==> config.mk <==
export PLATFORM = sky130hd
export DESIGN_NAME = camera_emulator
export DESIGN_NICKNAME = d
export VERILOG_FILES = /design/src/rtl/camera_emu_pkg.sv /design/src/rtl/camera_emu_timing.sv /design/src/rtl/camera_emulator.sv
export SDC_FILE = /design/constraint.sdc
export NUM_CORES = 1
export LEC_CHECK = 0
export BUFFER_PORTS_ARGS = -buffer_cell sky130_fd_sc_hd__clkbuf_2
export CORE_AREA = 2 2 134 136
export DETAILED_ROUTE_END_ITERATION = 6
export DIE_AREA = 0 0 136 138
export PLACE_DENSITY = 0.65
export SLEW_MARGIN = 20
export SYNTH_ARGS = -nofsm -noshare
export SYNTH_HDL_FRONTEND = slang
export SYNTH_SLANG_ARGS = --single-unit
==> constraint.sdc <==
create_clock -name clk_in -period 2.65 [get_ports clk_in]
set_input_delay 0.795 -clock clk_in [delete_from_list [all_inputs] [get_ports clk_in]]
set_output_delay 0.795 -clock clk_in [all_outputs]
set_load 0.02 [all_outputs]
==> src/rtl/camera_emu_pkg.sv <==
// Shared types and constants for the parallel-bus camera emulator.
// Provides the frame FSM state enum, RGB565 colour constants and counter widths.
package camera_emu_pkg;

  typedef enum logic [2:0] {
    IDLE,
    VSYNC,
    VBACK,
    ACTIVE,
    VFRONT
  } emu_state_t;

  localparam logic [15:0] RED_565   = 16'hF800;
  localparam logic [15:0] BLACK_565 = 16'h0000;

  // Counter widths sized for the default 784-pclk line and 240-line phases.
  localparam int unsigned COL_W   = 11;
  localparam int unsigned LINE_W  = 9;
  localparam int unsigned PHASE_W = 8;

endpackage

==> src/rtl/camera_emu_timing.sv <==
// Pixel-clock generator and frame sequencer for the camera emulator.
// Ports:
//   clk_in, rst_in (sync, active-low), enable_in : clock, reset, run request
//   state, col, line : bus position that the next tick will present
//   new_frame, end_frame : position entered a new frame / just left VFRONT
//   pclk   : registered pixel clock
//   tick_c : phase is about to wrap to 0 (pclk falling edge, bus update)
module camera_emu_timing
  import camera_emu_pkg::*;
#(
  parameter int unsigned PCLK_HALF   = 4,
  parameter int unsigned H_ACTIVE    = 320,
  parameter int unsigned V_ACTIVE    = 240,
  parameter int unsigned H_BLANK     = 144,
  parameter int unsigned VSYNC_LINES = 3,
  parameter int unsigned V_BACK      = 17,
  parameter int unsigned V_FRONT     = 10
) (
  input  logic              clk_in,
  input  logic              rst_in,
  input  logic              enable_in,
  output emu_state_t        state,
  output logic [COL_W-1:0]  col,
  output logic [LINE_W-1:0] line,
  output logic              new_frame,
  output logic              end_frame,
  output logic              pclk,
  output logic              tick_c
);

  localparam int unsigned PHASE_LAST = 2 * PCLK_HALF - 1;
  localparam int unsigned LINE_LAST  = 2 * H_ACTIVE + H_BLANK - 1;

  logic [PHASE_W-1:0] phase;
  logic [PHASE_W-1:0] phase_nxt_c;
  logic [LINE_W-1:0]  lines_last_c;
  logic               running_c;
  logic               adv_c;

  // Phase runs while framing, while a start is requested, or to finish a pclk.
  // The position advances one clk before the tick so the top can register
  // bus outputs from it exactly on the tick.
  always_comb begin
    running_c   = (state != IDLE) || enable_in || (phase != '0);
    phase_nxt_c = phase;
    if (running_c) begin
      phase_nxt_c = (phase == PHASE_W'(PHASE_LAST)) ? '0 : phase + PHASE_W'(1);
    end
    tick_c = running_c && (phase == PHASE_W'(PHASE_LAST));
    adv_c  = running_c && (phase == PHASE_W'(PHASE_LAST - 1));
    case (state)
      VSYNC:   lines_last_c = LINE_W'(VSYNC_LINES - 1);
      VBACK:   lines_last_c = LINE_W'(V_BACK - 1);
      ACTIVE:  lines_last_c = LINE_W'(V_ACTIVE - 1);
      default: lines_last_c = LINE_W'(V_FRONT - 1);
    endcase
  end

  // Phase, pclk and frame position sequencer.
  always_ff @(posedge clk_in) begin
    if (!rst_in) begin
      phase     <= '0;
      pclk      <= 1'b0;
      state     <= IDLE;
      col       <= '0;
      line      <= '0;
      new_frame <= 1'b0;
      end_frame <= 1'b0;
    end else begin
      phase <= phase_nxt_c;
      pclk  <= (phase_nxt_c >= PHASE_W'(PCLK_HALF));
      if (adv_c) begin
        new_frame <= 1'b0;
        end_frame <= 1'b0;
        if (state == IDLE) begin
          state     <= VSYNC;
          col       <= '0;
          line      <= '0;
          new_frame <= 1'b1;
        end else if (col != COL_W'(LINE_LAST)) begin
          col <= col + COL_W'(1);
        end else begin
          col <= '0;
          if (line != lines_last_c) begin
            line <= line + LINE_W'(1);
          end else begin
            line <= '0;
            case (state)
              VSYNC:  state <= VBACK;
              VBACK:  state <= ACTIVE;
              ACTIVE: state <= VFRONT;
              default: begin
                end_frame <= 1'b1;
                if (enable_in) begin
                  state     <= VSYNC;
                  new_frame <= 1'b1;
                end else begin
                  state <= IDLE;
                end
              end
            endcase
          end
        end
      end
    end
  end

endmodule

==> src/rtl/camera_emulator.sv <==
// 8-bit parallel camera bus transmitter: RGB565 frames of a flat background
// with one square dot of programmable colour and position.
// Ports:
//   clk_in, rst_in (sync, active-low), enable_in (sampled at frame boundaries)
//   bg_color_in, dot_color_in, dot_x_in, dot_y_in, dot_en_in : frame settings
//   cam_pclk_out, cam_vsync_out, cam_href_out, cam_data_out  : camera bus
//   frame_start_out : one-cycle pulse as VSYNC rises
//   frame_count_out : completed frames, wraps
module camera_emulator
  import camera_emu_pkg::*;
#(
  parameter int unsigned PCLK_HALF   = 4,
  parameter int unsigned H_ACTIVE    = 320,
  parameter int unsigned V_ACTIVE    = 240,
  parameter int unsigned H_BLANK     = 144,
  parameter int unsigned VSYNC_LINES = 3,
  parameter int unsigned V_BACK      = 17,
  parameter int unsigned V_FRONT     = 10,
  parameter int unsigned DOT_SIZE    = 8
) (
  input  logic        clk_in,
  input  logic        rst_in,
  input  logic        enable_in,
  input  logic [15:0] bg_color_in,
  input  logic [15:0] dot_color_in,
  input  logic [8:0]  dot_x_in,
  input  logic [7:0]  dot_y_in,
  input  logic        dot_en_in,
  output logic        cam_pclk_out,
  output logic        cam_vsync_out,
  output logic        cam_href_out,
  output logic [7:0]  cam_data_out,
  output logic        frame_start_out,
  output logic [15:0] frame_count_out
);

  emu_state_t        state;
  logic [COL_W-1:0]  col;
  logic [LINE_W-1:0] line;
  logic              new_frame;
  logic              end_frame;
  logic              pclk;
  logic              tick_c;

  camera_emu_timing #(
    .PCLK_HALF  (PCLK_HALF),
    .H_ACTIVE   (H_ACTIVE),
    .V_ACTIVE   (V_ACTIVE),
    .H_BLANK    (H_BLANK),
    .VSYNC_LINES(VSYNC_LINES),
    .V_BACK     (V_BACK),
    .V_FRONT    (V_FRONT)
  ) u_timing (
    .clk_in   (clk_in),
    .rst_in   (rst_in),
    .enable_in(enable_in),
    .state    (state),
    .col      (col),
    .line     (line),
    .new_frame(new_frame),
    .end_frame(end_frame),
    .pclk     (pclk),
    .tick_c   (tick_c)
  );

  assign cam_pclk_out = pclk;

  // Frame settings frozen at each frame start.
  logic [15:0] sh_bg;
  logic [15:0] sh_dot;
  logic [8:0]  sh_x;
  logic [7:0]  sh_y;
  logic        sh_en;

  logic [9:0]  pix_k_c;
  logic        in_x_c;
  logic        in_y_c;
  logic [15:0] pixel_c;
  logic        href_c;
  logic [7:0]  byte_c;

  // Dot compare is one bit wider than the coordinates so a dot past the edge
  // is clipped instead of wrapping to column/line 0.
  always_comb begin
    pix_k_c = 10'(col >> 1);
    in_x_c  = (pix_k_c >= {1'b0, sh_x}) && (pix_k_c < ({1'b0, sh_x} + 10'(DOT_SIZE)));
    in_y_c  = (line >= {1'b0, sh_y}) && (line < ({1'b0, sh_y} + 9'(DOT_SIZE)));
    pixel_c = (sh_en && in_x_c && in_y_c) ? sh_dot : sh_bg;
    href_c  = (state == ACTIVE) && (col < COL_W'(2 * H_ACTIVE));
    byte_c  = col[0] ? pixel_c[7:0] : pixel_c[15:8];
  end

  // Bus outputs, settings latch and frame counter, all updated on ticks.
  always_ff @(posedge clk_in) begin
    if (!rst_in) begin
      cam_vsync_out   <= 1'b0;
      cam_href_out    <= 1'b0;
      cam_data_out    <= 8'h00;
      frame_start_out <= 1'b0;
      frame_count_out <= 16'h0000;
      sh_bg           <= BLACK_565;
      sh_dot          <= RED_565;
      sh_x            <= 9'd0;
      sh_y            <= 8'd0;
      sh_en           <= 1'b0;
    end else begin
      frame_start_out <= 1'b0;
      if (tick_c) begin
        cam_vsync_out <= (state == VSYNC);
        cam_href_out  <= href_c;
        cam_data_out  <= href_c ? byte_c : 8'h00;
        if (new_frame) begin
          sh_bg           <= bg_color_in;
          sh_dot          <= dot_color_in;
          sh_x            <= dot_x_in;
          sh_y            <= dot_y_in;
          sh_en           <= dot_en_in;
          frame_start_out <= 1'b1;
        end
        if (end_frame) begin
          frame_count_out <= frame_count_out + 16'd1;
        end
      end
    end
  end

endmodule

==> results.py, run 1 <==
metrics = {
    "run_status": {
        "status": "finished with violations",
        "violations": "negative setup slack",
    },
    "final_layout": {
        "final_cell_mix": "nand2_1, dfxtp_1, clkbuf_2",
        "fin_util_pct": 40.69,
        "seqCellArea_um2": 2228,
        "area_growth_pct": 20.32,
        "fin_nets": 901,
        "final_common_cell": "nand2_1",
        "multi_input_area_um2": 3506,
        "drive_gt1_share_pct": 20.15,
        "diodes": 0,
        "fillers": 1837,
    },
    "floorplanning": {
        "dieArea_um2": 18770,
        "dieWidth_um": 136,
        "die_h_um": 138,
        "pin_count": 81,
        "core_um2": 17530,
        "initial_utilization_pct": 33.82,
        "rows": 49,
    },
    "clock_tree": {
        "cts_root_buf": "clkbuf_16",
        "cts_buffer_depth": 2,
        "clock_sinks": 111,
        "cts_tree": "yes",
        "cts_inserted_buffers": 9,
        "htreeDepth": 3,
        "clock_latency_ns": 0.35,
        "path_clk_slew_ns": 0.07,
    },
    "timing": {
        "fmax_ghz": 0.3702,
        "setup_viol": 8,
        "slew_headroom_pct": 65.72,
        "clock_skew_ns": 0.005226,
        "slew_viol_final": 0,
        "worstMarginPinSlew_ns": 0.5142,
        "setup_slack_ns": -0.05103,
        "timing.final.crit_period_ns": 2.701,
        "period_share_pct": 101.9,
        "hold_viol_final": 0,
        "rsz0062_at_grt": "yes",
    },
    "routing": {
        "viasPerCell": 4.995,
        "vias": 5210,
        "drtIter0Drc": 278,
        "ant_nets": 0,
        "firstDrtPassIters": 4,
        "drt_wl_total_um": 14410,
        "wl_per_cell_um": 13.81,
        "drc": 0,
    },
    "yosys": {
        "syn-cell-area_um2": 5929,
        "syn_avg_cell_area_um2": 8.179,
        "syn_nets": 816,
        "yosysSeqAreaShare_pct": 37.48,
        "syn_inst": 725,
        "synth_edf_count": 0,
        "synthArstFlopShare_pct": 0,
        "yosys_warnings": 0,
        "synth_ff_type": "dfxtp_1",
        "ys_types": 57,
        "yosys_register_bits": 111,
    },
    "global_route": {
        "antenna_found_initial": 0,
        "grt_max_degree": 51,
        "track_usage_pct": 15.67,
        "grt_overflow": 0,
        "grt_first_pass_wirelength_um": 24070,
        "grt_pass1_vias": 4871,
    },
    "power": {
        "power.leakage_uw": 0.002750,
        "ir_worst_vdd_mv": 0.3296,
        "p_per_area_nw_per_um2": 449.0,
    },
    "setup_path": {
        "path_max_fanout": 8,
        "start_kind": "flip-flop",
        "critPathArrivalTime_ns": 2.93,
        "end_kind": "flip-flop",
        "crit_type": "flip-flop to flip-flop",
        "required_ns": 2.88,
    },
    "place": {
        "dp_hpwl_um": 10360,
        "place_ws_ns": -0.06325,
        "portBuffers": 80,
        "place.gp.congestion": 0.8308,
    },
    "flow_run": {
        "maxCapViolCount": 0,
    },
    "worst_hold_path": {
        "hp-class": "flip-flop to flip-flop",
    },
}
-- where the power goes --
group          total, uW  switching [uW]  leakage (uW)  internal [uW]
Sequential          1690            13.0      0.000897           1680
Clock               1380             602      0.000145            779
Combinational        134            68.4       0.00171           65.1
-- worst max-delay path, cell delays in order (launching register included) --
cell and delay, ns:
dfxtp_2 0.34, inv_2 0.05, nor3_4 0.19, nand3_1 0.11, xnor2_1 0.18, ha_2 0.30, o21a_1 0.16, a32oi_1 0.14
o2111a_1 0.24, buf_4 0.13, o2111ai_4 0.18, clkbuf_16 0.22, o21ai_0 0.13, and3_1 0.16, o31ai_1 0.07
-- cells in the mapped netlist, types with 12 or more instances --
library cell | number | area [um^2]
clkbuf_1 | 29 | 108.9
xnor2_1 | 24 | 210.2
a21oi_1 | 13 | 65.06
a21boi_0 | 52 | 390.4
and2_1 | 12 | 75.07
nand3_1 | 42 | 210.2
nor2_1 | 36 | 135.1
dfxtp_1 | 111 | 2222
xor2_1 | 13 | 113.9
ha_1 | 38 | 475.5
and3_1 | 22 | 137.6
o21ai_0 | 33 | 165.2
nand2_1 | 143 | 536.8
nand4_1 | 14 | 87.58
inv_1 | 27 | 101.4
-- final cells by class --
class | count | share of cell area [%]
clock buffer | 12 | 3.595
timing repair buffer | 112 | 9.996
sequential | 111 | 31.23
tap | 229 | 4.016
clock inverter | 3 | 0.5963
multi-input combinational | 549 | 49.14
inverter | 27 | 1.421
-- sequential cells by signal (all words and copies together) (netlist names), 3 cells and up --
signal	count
sh_bg	16
sh_y	8
frame_count_out	16
sh_dot	16
cam_data_out	8
u_timing.state	3
u_timing.col	11
u_timing.phase	8
sh_x	9
u_timing.line	9
-- through the flow --
step	instance area (um^2)	TNS [ns]	hold slack [ns]	instances	total power, uW
floorplan	5932	0	0.4400	725	1806
global placement	6666	0	0.4497	1023	1862
detailed placement	6666	-0.3042	0.4576	1023	1862
CTS	7053	0	0.4684	1042	3242
global route	7134	-1.146	0.4875	1043	3325
finish	7134	-0.2016	0.4645	1043	3203
-- routing by layer --
layer	track usage, %	share of wire [%]	vias to the layer above
met5	0	0	-
met4	3.289	1.1	0
met3	4.767	6.0	12
met2	24.09	45	106
met1	21.67	48	2419
li1	-	-	2673
-- cells by family (layout without fill, tap and decap cells) --
group                      after synthesis  in the layout  share of synthesized area (%)
and+or+nand+nor                        325            325                          26.69
AOI/OAI and AO/OA                      147            147                          17.05
buffers and inverters                   65            154                          4.959
adders and majority gates               38             38                          8.019
DFF                                    111            111                          37.48
xor gates and xnor gates                37             37                          5.465
muxes                                    2              2                         0.3376
-- repair_timing --
action / in CTS / in global routing
pin swaps: 3 / 14
gates resized for setup: 10 / 30
hold buffers: 0 / 0
setup endpoints to repair: 8 / 8
gates cloned: 1 / 1
setup buffers: 3 / 0
-- path summary, 6_finish.rpt --
path                                from                           end  slack, ns  cells past startpoint
setup / recovery    sh_x[7]$_SDFFE_PN0P_  cam_data_out[7]$_SDFFE_PN0P_      -0.05                     14
hold / removal    sh_bg[15]$_SDFFE_PN0P_        sh_bg[15]$_SDFFE_PN0P_       0.46                      2
setup reg to reg    sh_x[7]$_SDFFE_PN0P_  cam_data_out[7]$_SDFFE_PN0P_      -0.05                     14
hold reg to reg   sh_bg[15]$_SDFFE_PN0P_        sh_bg[15]$_SDFFE_PN0P_       0.46                      2
Note: power is estimated with default switching activity, not from simulation.
==> run 2: changes to the inputs <==
--- a/config.mk
+++ b/config.mk
@@ -6,10 +6,10 @@
 export NUM_CORES = 1
 export LEC_CHECK = 0
 export BUFFER_PORTS_ARGS = -buffer_cell sky130_fd_sc_hd__clkbuf_2
-export CORE_AREA = 2 2 134 136
+export CORE_AREA = 2 2 110 112
 export DETAILED_ROUTE_END_ITERATION = 6
-export DIE_AREA = 0 0 136 138
-export PLACE_DENSITY = 0.65
+export DIE_AREA = 0 0 112 114
+export PLACE_DENSITY = 0.86
 export SLEW_MARGIN = 20
 export SYNTH_ARGS = -nofsm -noshare
 export SYNTH_HDL_FRONTEND = slang
==> results.py, run 2 (synthesis results as in run 1) <==
metrics = {
    "setup_path": {
        "start_kind": "flip-flop",
        "ff2ff_path_depth": 13,
        "crit_type": "flip-flop to flip-flop",
        "required_ns": 2.93,
        "path_max_fanout": 16,
        "critPathArrivalTime_ns": 2.97,
        "r2r-end": "cam_data_out[4]$_SDFFE_PN0P_",
        "end_kind": "flip-flop",
        "timing.rr.start": "sh_x[6]$_SDFFE_PN0P_",
        "r2r_slack_ns": -0.04,
    },
    "power": {
        "combPwrFrac_pct": 4.2,
        "p_switching_uw": 734.8,
        "power.leakage_uw": 0.002686,
        "p_per_area_nw_per_um2": 459.1,
        "seqPwrFrac_pct": 53.4,
        "p_sw_share_pct": 23.26,
        "p_int_uw": 2424,
        "totalPowerFinal_uw": 3159,
        "ir_worst_vdd_mv": 0.4715,
        "pwr-share-clk_pct": 42.4,
    },
    "clock_tree": {
        "htreeDepth": 3,
        "cts_inserted_buffers": 9,
        "path_clk_slew_ns": 0.08,
        "cts_tree": "yes",
        "cts_buffer_depth": 2,
        "cts_root_buf": "clkbuf_16",
        "clock_sinks": 111,
        "clock_latency_ns": 0.37,
    },
    "floorplanning": {
        "initial_utilization_pct": 50.63,
        "core_um2": 11710,
        "rows": 40,
        "pin_count": 81,
        "dieArea_um2": 12770,
        "dieWidth_um": 112,
        "die_h_um": 114,
    },
    "routing": {
        "firstDrtPassIters": 5,
        "drc": 0,
        "ant_nets": 0,
        "drtIter0Drc": 358,
        "viasPerCell": 5.475,
        "wl_per_cell_um": 14.33,
        "drt_wl_total_um": 13710,
        "vias": 5240,
    },
    "final_layout": {
        "largestRegisters": "frame_count_out (16), sh_bg (16), sh_dot (16)",
        "area_growth_pct": 16.04,
        "finish.instance_area_um2": 6880,
        "fin_cells": 957,
        "final_common_cell": "nand2_1",
        "final_cell_mix": "nand2_1, dfxtp_1, clkbuf_2",
        "drive_gt1_share_pct": 18.40,
        "diodes": 0,
        "fin_nets": 896,
    },
    "flow_run": {
        "maxCapViolCount": 0,
    },
    "timing": {
        "slew_viol_final": 0,
        "fmax_ghz": 0.3719,
        "timing.final.crit_period_ns": 2.689,
        "timing.hold.ws_ns": 0.4631,
        "hold_viol_final": 0,
        "period_share_pct": 101.5,
        "rsz0062_at_grt": "yes",
        "setup_tns_ns": -0.09928,
        "slew_headroom_pct": 66.82,
        "setup_slack_ns": -0.03909,
        "clock_skew_ns": 0.009248,
        "worstMarginPinSlew_ns": 0.4976,
        "setup_viol": 5,
    },
    "place": {
        "portBuffers": 80,
        "place.gp.congestion": 0.9022,
        "dp_hpwl_um": 10060,
        "dp_cells": 939,
        "placed_cell_area_um2": 6524,
    },
    "global_route": {
        "grt_max_degree": 51,
        "grt_first_pass_wirelength_um": 22670,
        "grt_overflow": 0,
        "grt_pass1_vias": 4883,
        "track_usage_pct": 21.99,
        "antenna_found_initial": 0,
    },
    "run_status": {
        "violations": "negative setup slack",
        "status": "finished with violations",
    },
    "worst_hold_path": {
        "min_to": "sh_bg[14]$_SDFFE_PN0P_",
        "hold_depth": 2,
        "hp-class": "flip-flop to flip-flop",
        "hp-start": "sh_bg[14]$_SDFFE_PN0P_",
    },
}
==> run 2: final cells by class <==
type | count | area, um^2
sequential | 111 | 2227
tap | 147 | 183.9
clock inverter | 5 | 53.80
clock buffer | 11 | 242.7
multi-input combinational | 549 | 3443
fill | 1042 | 4831
timing repair buffer | 107 | 628.1
inverter | 27 | 101.3
==> run 2: routing by layer <==
layer	part of all wire (%)	track usage (%)	vias up	routed length, um
li1	-	-	2671	-
met1	45	27.70	2435	6154
met2	47	37.49	124	6502
met3	6.6	6.004	10	910
met4	1.1	5.854	0	145
met5	0	0	-	0
==> run 2: power by group through the flow <==
stage	logic, uW	clock network [uW]	registers [uW]
global placement	131	0	1730
detailed placement	132	0	1730
global route	146	1430	1690
floorplan	83.2	0	1720
finish	133	1340	1690
CTS	133	1370	1690
==> run 2: worst max path at each step <==
stage / start / to / slack (ns) / cells after the start
detailed placement: sh_x[6]$_SDFFE_PN0P_ / cam_data_out[7]$_SDFFE_PN0P_ / -0.14 / 12
finish: sh_x[6]$_SDFFE_PN0P_ / cam_data_out[4]$_SDFFE_PN0P_ / -0.04 / 13
global route: sh_x[6]$_SDFFE_PN0P_ / cam_data_out[1]$_SDFFE_PN0P_ / -0.24 / 13
global placement: sh_x[6]$_SDFFE_PN0P_ / cam_data_out[7]$_SDFFE_PN0P_ / -0.009 / 12
CTS: sh_x[6]$_SDFFE_PN0P_ / cam_data_out[7]$_SDFFE_PN0P_ / 0.003 / 13
floorplan: sh_x[3]$_SDFFE_PN0P_ / cam_data_out[0]$_SDFFE_PN0P_ / 0.008 / 12
==> run 2: through the flow <==
stage | setup WS [ns] | utilization [%]
floorplan | 0.007740 | -
global placement | -0.009478 | 55.71
detailed placement | -0.1420 | 55.71
CTS | 0.003145 | 58.47
global route | -0.2441 | 58.75
finish | -0.03909 | 58.75
==> run 2: repair_timing <==
item / CTS / global route
setup endpoints to repair: 8 / 8
hold buffers: 0 / 0
pin swaps: 2 / 5
setup buffers: 1 / 1
gates resized for setup: 3 / 7
==> run 2: worst max-delay path, cell delays in order (launching register included) <==
cell and delay, ns:
dfxtp_2 0.35, inv_1 0.07, nor3_2 0.17, nand3_1 0.13
xnor2_1 0.14, ha_1 0.20, a211o_1 0.27, a32oi_1 0.16
o2111a_1 0.24, o2111a_2 0.23, buf_12 0.14, nand3_1 0.09
and3_1 0.20, o31ai_1 0.21
==> run 3: changes to the inputs <==
--- a/config.mk
+++ b/config.mk
@@ -5,10 +5,10 @@
 export SDC_FILE = /design/constraint.sdc
 export NUM_CORES = 1
 export LEC_CHECK = 0
-export BUFFER_PORTS_ARGS = -buffer_cell sky130_fd_sc_hd__clkbuf_2
-export CORE_AREA = 2 2 110 112
+export CORE_AREA = 2 2 105 107
 export DETAILED_ROUTE_END_ITERATION = 6
-export DIE_AREA = 0 0 112 114
+export DIE_AREA = 0 0 107 109
+export DONT_BUFFER_PORTS = 1
 export PLACE_DENSITY = 0.86
 export SLEW_MARGIN = 20
 export SYNTH_ARGS = -nofsm -noshare
==> results.py, run 3 (synthesis results as in run 1) <==
metrics = {
    "place": {
        "dp_hpwl_um": 10150,
        "portBuffers": 0,
        "dp_cells": 849,
        "place.gp.congestion": 0.9170,
        "placed_cell_area_um2": 6105,
    },
    "final_layout": {
        "largestRegisters": "frame_count_out (16), sh_bg (16), sh_dot (16)",
        "area_growth_pct": 7.892,
        "final_cell_mix": "nand2_1, dfxtp_1, a21boi_0",
        "fin_cells": 867,
        "fin_nets": 813,
        "drive_gt1_share_pct": 10.32,
        "finish.instance_area_um2": 6397,
        "final_common_cell": "nand2_1",
        "diodes": 0,
        "fin_util_pct": 60.34,
        "fillers": 888,
    },
    "setup_path": {
        "crit_slowest_cell": "dfxtp_2",
        "path_max_fanout": 8,
        "required_ns": 2.96,
        "critPathTopFamily": "compound AO/OA/AOI/OAI gates",
        "crit_type": "flip-flop to flip-flop",
        "critPathArrivalTime_ns": 3.10,
        "max_stage_delay_ns": 0.35,
        "path_buf_inv": 2,
        "crit_chain": "inv_2 > nor3_4 > nand3_2 > xnor2_2 > ha_2 > o21a_1 > a32oi_1 > o2111a_2 > o2111a_2 > clkbuf_16 > nand3_1 > and3_1 > o31ai_1",
        "start_kind": "flip-flop",
        "crit_top_cell": "o2111a_2",
        "end_kind": "flip-flop",
    },
    "power": {
        "totalPowerFinal_uw": 2686,
        "ir_worst_vdd_mv": 0.3753,
        "p_per_area_nw_per_um2": 419.8,
        "power.leakage_uw": 0.002292,
    },
    "floorplanning": {
        "die_h_um": 109,
        "pin_count": 81,
        "core_um2": 10600,
        "rows": 38,
        "initial_utilization_pct": 55.92,
        "dieWidth_um": 107,
        "dieArea_um2": 11660,
    },
    "global_route": {
        "grt_pass1_vias": 4849,
        "grt_first_pass_wirelength_um": 22290,
        "grt_overflow": 0,
        "track_usage_pct": 23.87,
        "grt_util_met1_pct": 28.38,
        "met2_usage_pct": 40.31,
        "busiest_layer": "met2",
        "antenna_found_initial": 0,
        "grt_max_degree": 91,
        "met3_usage_pct": 7.890,
    },
    "timing": {
        "slew_headroom_pct": 66.04,
        "clock_skew_ns": 0.01959,
        "hold_viol_final": 0,
        "period_share_pct": 105.6,
        "setup_tns_ns": -1.082,
        "setup_slack_ns": -0.1484,
        "timing.final.crit_period_ns": 2.798,
        "slew_viol_final": 0,
        "worstMarginPinSlew_ns": 0.5081,
        "rsz0062_at_grt": "yes",
        "fmax_ghz": 0.3573,
        "setup_viol": 8,
    },
    "clock_tree": {
        "cts_root_buf": "clkbuf_8",
        "clock_sinks": 111,
        "cts_tree": "yes",
        "cts_buffer_depth": 2,
        "clock_latency_ns": 0.39,
        "cts_inserted_buffers": 9,
        "path_clk_slew_ns": 0.11,
        "postCtsHoldBufs": 0,
        "htreeDepth": 3,
    },
    "run_status": {
        "status": "finished with violations",
        "violations": "negative setup slack",
    },
    "routing": {
        "viasPerCell": 5.842,
        "drt_wl_total_um": 13790,
        "wl_per_cell_um": 15.90,
        "firstDrtPassIters": 6,
        "drtIter0Drc": 525,
        "ant_nets": 0,
        "vias": 5065,
        "drc": 0,
    },
    "flow_run": {
        "maxCapViolCount": 0,
    },
    "worst_hold_path": {
        "hp-class": "flip-flop to flip-flop",
    },
}
[run 3: cell count changes in the layout (fill, tap and decap cells not counted), sizes merged]
cell / previous run / this run
inv: 28 / 29
clkinv: 4 / 3
buf: 27 / 23
clkbuf: 91 / 12
[run 3: per-stage QoR]
stage          hold WS (ns)  setup WS (ns)
2_1_floorplan        0.4400       0.007740
3_3_place_gp         0.4524        0.04805
3_5_place_dp         0.4545        -0.1609
4_1_cts              0.4687       -0.05169
5_1_grt              0.4690        -0.3071
6_report             0.4718        -0.1484
[run 3: worst register-to-register path, delay by kind of cell (launching register included)]
family                   cells  cell delay (ns)
AO/OA/AOI/OAI                5             1.10
XOR/XNOR                     1             0.19
buffers and inverters        2             0.22
adder cells (fa/ha/maj)      1             0.29
AND/OR/NAND/NOR              4             0.58
flip-flops                   1             0.35
[run 3: what timing repair did]
| action | CTS | global route |
|---|---|---|
| endpoints found under the setup margin | 8 | 8 |
| gates resized for setup | 4 | 18 |
| cloned | 0 | 1 |
| pin swaps | 3 | 17 |
| setup buffers | 1 | 0 |
[run 3: power breakdown]
group | internal, uW | leakage, uW | total, uW | switching [uW]
Clock | 352 | 0.0000883 | 926 | 574
Combinational | 34.0 | 0.00131 | 70.1 | 36.1
Sequential | 1680 | 0.000896 | 1690 | 14.5
Total | 2060 | 0.00229 | 2690 | 625
[run 3: final timing paths]
check / start / endpoint / slack, ns / cells past startpoint
worst min-delay path: sh_bg[15]$_SDFFE_PN0P_ / sh_bg[15]$_SDFFE_PN0P_ / 0.47 / 2
worst min register to register: sh_bg[15]$_SDFFE_PN0P_ / sh_bg[15]$_SDFFE_PN0P_ / 0.47 / 2
worst max-delay path: sh_x[5]$_SDFFE_PN0P_ / cam_data_out[0]$_SDFFE_PN0P_ / -0.15 / 13
worst max register to register: sh_x[5]$_SDFFE_PN0P_ / cam_data_out[0]$_SDFFE_PN0P_ / -0.15 / 13
[run 3: routing by layer]
layer	vias to the layer above	wire length, um
li1	2486	-
met1	2391	5815
met2	166	6640
met3	22	1095
met4	0	233
met5	-	0
[run 3: cell type report]
class	instances	area, um^2	share of cell area (%)
sequential	111	2226	34.79
multi-input combinational	549	3497	54.66
clock inverter	5	40.04	0.6259
inverter	27	101.3	1.584
timing repair buffer	24	226.5	3.540
tap	140	175.2	2.738
clock buffer	11	131.4	2.054
